File: src/rtl/press_classifier_if.sv
// press_classifier_if: button level in, gesture ticks and busy out.
//   level       debounced button level, 1 = pressed
//   short_tick  single short press committed
//   long_tick   first press held long enough
//   double_tick second press started inside the gap window
//   repeat_tick auto-repeat pulse while a long press is held
//   busy        a gesture is in progress
interface press_classifier_if;
  logic level;
  logic short_tick;
  logic long_tick;
  logic double_tick;
  logic repeat_tick;
  logic busy;
  modport master (output level, input short_tick, long_tick, double_tick, repeat_tick, busy);
  modport slave (input level, output short_tick, long_tick, double_tick, repeat_tick, busy);
endinterface

File: src/rtl/press_classifier.sv
// press_classifier: sorts debounced presses into short/long/double gestures with one-cycle ticks.
//   clk    system clock
//   reset  synchronous active-low reset
//   bus    press_classifier_if.slave (level in; ticks and busy out, all registered)
// Optional macro PRESS_CLASSIFIER_HOLD_REPEAT_EN enables repeat_tick while a long press is held;
// without it repeat_tick is tied low and no repeat counting is built.
module press_classifier #(
  parameter int LONG_CYCLES   = 50_000_000,
  parameter int GAP_CYCLES    = 25_000_000,
  parameter int REPEAT_CYCLES = 10_000_000
) (
  input logic clk,
  input logic reset,
  press_classifier_if.slave bus
);
  localparam int MAXP = (LONG_CYCLES > GAP_CYCLES) ?
    ((LONG_CYCLES > REPEAT_CYCLES) ? LONG_CYCLES : REPEAT_CYCLES) :
    ((GAP_CYCLES > REPEAT_CYCLES) ? GAP_CYCLES : REPEAT_CYCLES);
  localparam int W = $clog2(MAXP) + 1;
  localparam logic [W-1:0] L_END = W'(LONG_CYCLES - 1);
  localparam logic [W-1:0] G_END = W'(GAP_CYCLES - 1);
`ifdef PRESS_CLASSIFIER_HOLD_REPEAT_EN
  localparam logic [W-1:0] R_END = W'(REPEAT_CYCLES - 1);
`endif
  typedef enum logic [2:0] {IDLE, PRESS1, WAIT_GAP, PRESS2, LONG_HELD} state_t;
  state_t state, state_n;
  logic [W-1:0] cnt, cnt_n;
  logic short_n, long_n, double_n, repeat_n;
  always_ff @(posedge clk) begin
    if (!reset) begin
      state           <= IDLE;
      cnt             <= '0;
      bus.short_tick  <= 1'b0;
      bus.long_tick   <= 1'b0;
      bus.double_tick <= 1'b0;
      bus.repeat_tick <= 1'b0;
      bus.busy        <= 1'b0;
    end else begin
      state           <= state_n;
      cnt             <= cnt_n;
      bus.short_tick  <= short_n;
      bus.long_tick   <= long_n;
      bus.double_tick <= double_n;
      bus.repeat_tick <= repeat_n;
      bus.busy        <= state_n != IDLE;
    end
  end
  // level=0 wins in PRESS1 and level=1 wins in WAIT_GAP, which settles both boundary samples
  always_comb begin
    state_n = state;
    case (state)
      IDLE:              state_n = bus.level ? PRESS1 : IDLE;
      PRESS1:            state_n = !bus.level ? WAIT_GAP : (cnt == L_END ? LONG_HELD : PRESS1);
      WAIT_GAP:          state_n = bus.level ? PRESS2 : (cnt == G_END ? IDLE : WAIT_GAP);
      PRESS2, LONG_HELD: state_n = bus.level ? state : IDLE;
      default:           state_n = IDLE;
    endcase
  end
  // counters only advance below their terminal value, so cnt can never wrap
  always_comb begin
    short_n  = state == WAIT_GAP && !bus.level && cnt == G_END;
    long_n   = state == PRESS1 && bus.level && cnt == L_END;
    double_n = state == WAIT_GAP && bus.level;
`ifdef PRESS_CLASSIFIER_HOLD_REPEAT_EN
    repeat_n = state == LONG_HELD && bus.level && cnt == R_END;
`else
    repeat_n = 1'b0;
`endif
    cnt_n = '0;
    case (state)
      IDLE:     cnt_n = bus.level ? W'(1) : '0;
      PRESS1:   cnt_n = !bus.level ? W'(1) : (long_n ? '0 : cnt + W'(1));
      WAIT_GAP: cnt_n = (bus.level || short_n) ? '0 : cnt + W'(1);
`ifdef PRESS_CLASSIFIER_HOLD_REPEAT_EN
      LONG_HELD: cnt_n = (bus.level && !repeat_n) ? cnt + W'(1) : '0;
`endif
      default:  cnt_n = '0;
    endcase
  end
endmodule

File: src/flat_wrapper.sv
// flat-port wrapper written by rule: the top's interface ports become plain ports
module press_classifier_flat 
#(
  parameter int LONG_CYCLES   = 50_000_000,
  parameter int GAP_CYCLES    = 25_000_000,
  parameter int REPEAT_CYCLES = 10_000_000
)
  (clk, reset, bus_level, bus_short_tick, bus_long_tick, bus_double_tick, bus_repeat_tick, bus_busy);
  press_classifier_if bus_i ();
  input logic clk;
  input logic reset;
  input wire logic [$bits(bus_i.level)-1:0] bus_level;
  output wire logic [$bits(bus_i.short_tick)-1:0] bus_short_tick;
  output wire logic [$bits(bus_i.long_tick)-1:0] bus_long_tick;
  output wire logic [$bits(bus_i.double_tick)-1:0] bus_double_tick;
  output wire logic [$bits(bus_i.repeat_tick)-1:0] bus_repeat_tick;
  output wire logic [$bits(bus_i.busy)-1:0] bus_busy;
  assign bus_i.level = bus_level;
  assign bus_short_tick = bus_i.short_tick;
  assign bus_long_tick = bus_i.long_tick;
  assign bus_double_tick = bus_i.double_tick;
  assign bus_repeat_tick = bus_i.repeat_tick;
  assign bus_busy = bus_i.busy;
  press_classifier #(.LONG_CYCLES(LONG_CYCLES), .GAP_CYCLES(GAP_CYCLES), .REPEAT_CYCLES(REPEAT_CYCLES)) u_core (.clk(clk), .reset(reset), .bus(bus_i));
endmodule
File: config.mk
export PLATFORM = sky130hd
export DESIGN_NAME = press_classifier_flat
export DESIGN_NICKNAME = d
export VERILOG_FILES = /design/src/rtl/press_classifier_if.sv /design/src/rtl/press_classifier.sv /design/src/flat_wrapper.sv
export SDC_FILE = /design/constraint.sdc
export NUM_CORES = 1
export LEC_CHECK = 0
export ABC_AREA = 1
export CORE_MARGIN = 5
export CORE_UTILIZATION = 55
export DETAILED_ROUTE_END_ITERATION = 16
export HOLD_SLACK_MARGIN = 0.03
export MAX_ROUTING_LAYER = met4
export PLACE_DENSITY = 0.73
export SYNTH_ARGS = -nofsm -noshare
export SYNTH_HDL_FRONTEND = slang
export SYNTH_SLANG_ARGS = --single-unit
File: constraint.sdc
create_clock -name clk -period 1.85 [get_ports clk]
set_clock_uncertainty 0.15 [all_clocks]
set_input_delay 0.2775 -clock clk [delete_from_list [all_inputs] [get_ports clk]]
set_output_delay 0.2775 -clock clk [all_outputs]
set_load 0.005 [all_outputs]
==> summary.md, run 1 <==
| Metric | Value |
|---|---|
| Worst Path Max Fanout | `12` |
| Synthesized flop and latch total | `34` |
| Fmax | `0.5796 GHz` |
| Gr ovfl total | `0` |
| Post-synth net total | `292` |
| XOR/XNOR share of the synthesized area | `0.05530` |
| Max Root-Sink Buffers | `2` |
| Commonest non-fill, non-tap cell in the layout | `nand2_1` |
| First-pass GRT wire length | `7024 um` |
| Max VDD drop | `0.4636 mV` |
| Detailed-route via count | `1,760` |
| Synth Area in Compound Gates | `0.04477` |
| Crit path arrival time | `1.81 ns` |
| Most frequent cells in the layout | `76 x nand2_1, 43 x inv_1, 40 x nor2_1, 34 x dfxtp_1, 17 x nor2_2` |
| Clk Latency, worst-skew pair | `0.34 ns` |
| Mapped Cells | `288` |
| TritonCTS clock tree | `done` |
| Synth warn | `0` |
| Dpl hpwl | `3149 um` |
| Status | `finished, final reports clean` |
| Hold Crit Depth | `3` |
| Vias/cell | `4.930` |
| PortBufs | `6` |
| TNS Setup | `0 ns` |
| GPL Wtd Cong | `0.8740` |
| Synth top area share | `0.3581` |
| Final #Nets | `314` |
| Net Sw Power | `0.0003324 W` |
| Slew Limit Fails | `0` |
| Final Setup Violations | `0` |
| Post-CTS setup buffer count | `0` |
| Post-synthesis sequential area ratio | `0.3581` |
| Leakage power | `0.9075 nW` |
| Starting Density | `0.5696` |
| Placed insts | `347` |
| Layout Cells excl Fill | `357` |
| Combinational share of power | `0.095` |
| Net Sw Frac | `0.2544` |
| Fill count | `325` |
| Die area | `4731 um^2` |
| Max cap viols | `0` |
| Worst Hold Class | `reg -> reg` |
| Power density cells | `598.9 nW/um^2` |
| Cell-internal power | `0.0009744 W` |
| Nature of the critical path endpoint | `flip-flop` |
| Horiz. Die Dim | `68.79 um` |
| Avg WL per Cell | `11.90 um` |
| H-tree depth | `2` |
| Worst reg2reg path depth | `10` |
| Seq pwr share | `0.575` |
| Synth unique cells | `26` |
| Clock network fraction of total power | `0.330` |
| Antenna Nets Post-Route | `0` |
| Initial DRC Count | `87` |
| CORE AREA | `3337 um^2` |
| Combinational family with the most area after synthesis | `simple AND/OR/NAND/NOR gates` |
| Tcrit/Tclk final | `0.9327` |
| Syn Area/Cell | `6.599 um^2` |
| Worst R2R Setup Slack | `0.12 ns` |
| Root Buffer | `clkbuf_4` |
| Initial antenna violation count | `0` |
| Layout cells sized above 1 | `0.1608` |
| Total CTS buffers | `5` |
| Crit Path Class | `reg -> reg` |
| Area Overhead vs Synth | `14.81%` |
| Die Span Y | `68.79 um` |
| Adder-Cell Fraction of Synth Area | `0.006583` |
| Total power | `0.001307 W` |
| TritonRoute pass-1 iters | `4` |
| WP data required | `1.94 ns` |
| DRC | `0` |
| Vias in the first global route | `1,635` |
| Total clock sinks | `34` |
| # diodes | `0` |
| Synth area leader | `dfxtp_1` |
| Worst-path clk slew | `0.10 ns` |
| I/O pin cnt | `8` |
| Final hold violations | `0` |
| GRT Total Usage | `0.2052` |
| Final core occ | `0.6539` |
| # rows | `21` |
| Synthesized area | `1901 um^2` |
| Worst hold slack | `0.4038 ns` |
| Routed wire length | `4250 um` |
| Multiplexer area fraction after synthesis | `0` |
| Post-Synth Simple-Gate Area | `0.4273` |
| CP startpoint kind | `flip-flop` |
| Largest net degree at the start of global routing | `18` |
| Min Tclk post-route | `1.725 ns` |
| Largest cells by area after synthesis | `dfxtp_1 36%, nand2_1 15%, inv_1 8.5%` |
[final timing paths]
path	startpoint	endpoint
setup / recovery	u_core.cnt[0]	u_core.cnt[3]
hold / removal	u_core.cnt[25]	u_core.cnt[25]
setup reg to reg	u_core.cnt[0]	u_core.cnt[3]
hold reg to reg	u_core.cnt[25]	u_core.cnt[25]
[synth_stat cells]
library cell	n
nor2_4	1
conb_1	1
ha_1	1
o21ai_0	12
nand4_1	10
xnor2_1	1
inv_2	2
nor2_2	14
clkbuf_2	1
nand3_2	1
dfxtp_1	34
nor2_1	43
nand2_1	77
o21a_1	1
nor4_4	1
nor3_1	8
nand2_4	2
xor2_1	11
nand2_2	4
nand3_1	15
buf_4	1
and3_1	1
buf_12	1
a211oi_2	1
inv_1	43
a21oi_1	1
[through the flow]
stage | instance area (um^2) | setup WS, ns
2_1_floorplan | 1901 | 0.1763
3_3_place_gp | 2061 | -0.01035
3_5_place_dp | 2061 | -0.1170
4_1_cts | 2121 | 0.04639
5_1_grt | 2182 | -0.03220
6_report | 2182 | 0.1246
[critical path: stages (launching register included)]
cell and delay [ns]:
dfxtp_1 0.35, ha_2 0.19, nand3_2 0.14, inv_1 0.10, nand2_1 0.05, nor2_1 0.09
nand2_1 0.10, nand2_2 0.13, nand2_8 0.12, nand2_8 0.14, nor2_1 0.05
[area by class of cell]
class | instances | area (um^2) | share of cell area
clock buffers | 7 | 55.05 | 0.02523
clock inverters | 1 | 5.005 | 0.002294
inverters | 45 | 168.9 | 0.07741
multi-input cells | 208 | 1080 | 0.4948
flip-flops and latches | 34 | 680.7 | 0.3119
well taps | 46 | 57.56 | 0.02638
repair buffers | 16 | 135.1 | 0.06193
[sequential cells by signal (all words and copies together) (netlist names)]
name,flops
u_core.bus.busy,1
u_core.bus.double_tick,1
u_core.bus.long_tick,1
u_core.bus.short_tick,1
u_core.cnt,27
u_core.state,3
[kinds of logic (layout without fill, tap and decap cells)]
logic type,Yosys count,count (layout)
compound gates,15,15
simple gates,177,179
other cells,1,1
buf+inv,48,69
fa+ha+maj,1,1
flops,34,34
xor+xnor,12,12
[metal layers]
layer	vias up	wire length [um]	global-route usage	share of wire
met5	-	0	-	0
met4	0	72	0.07056	0.017
met3	9	145	0.05348	0.034
met2	24	2037	0.3349	0.48
met1	792	1994	0.2446	0.47
li1	935	-	-	-
[repair_timing]
| item | 4_1_cts | 5_1_grt |
|---|---|---|
| endpoints found under the setup margin | 0 | 23 |
| hold buffers | 0 | 0 |
| gates resized for setup | 0 | 8 |
[power by group through the flow]
stage               combinational (W)  clock [W]  sequential, W
floorplan                   0.0000703          0       0.000768
global placement             0.000102          0       0.000768
detailed placement           0.000105          0       0.000768
CTS                          0.000105   0.000444       0.000752
global route                 0.000139   0.000484       0.000754
finish                       0.000124   0.000431       0.000752
No activity file was read; power rests on OpenSTA's default activity.
==> inputs of run 2 (changes only) <==
ABC_CLOCK_PERIOD_IN_PS = 1850   (was unset)
SKIP_LAST_GASP = 1   (was unset)
==> results of run 2 <==
No change in the layout: final DEF, timing and power equal those of run 1.
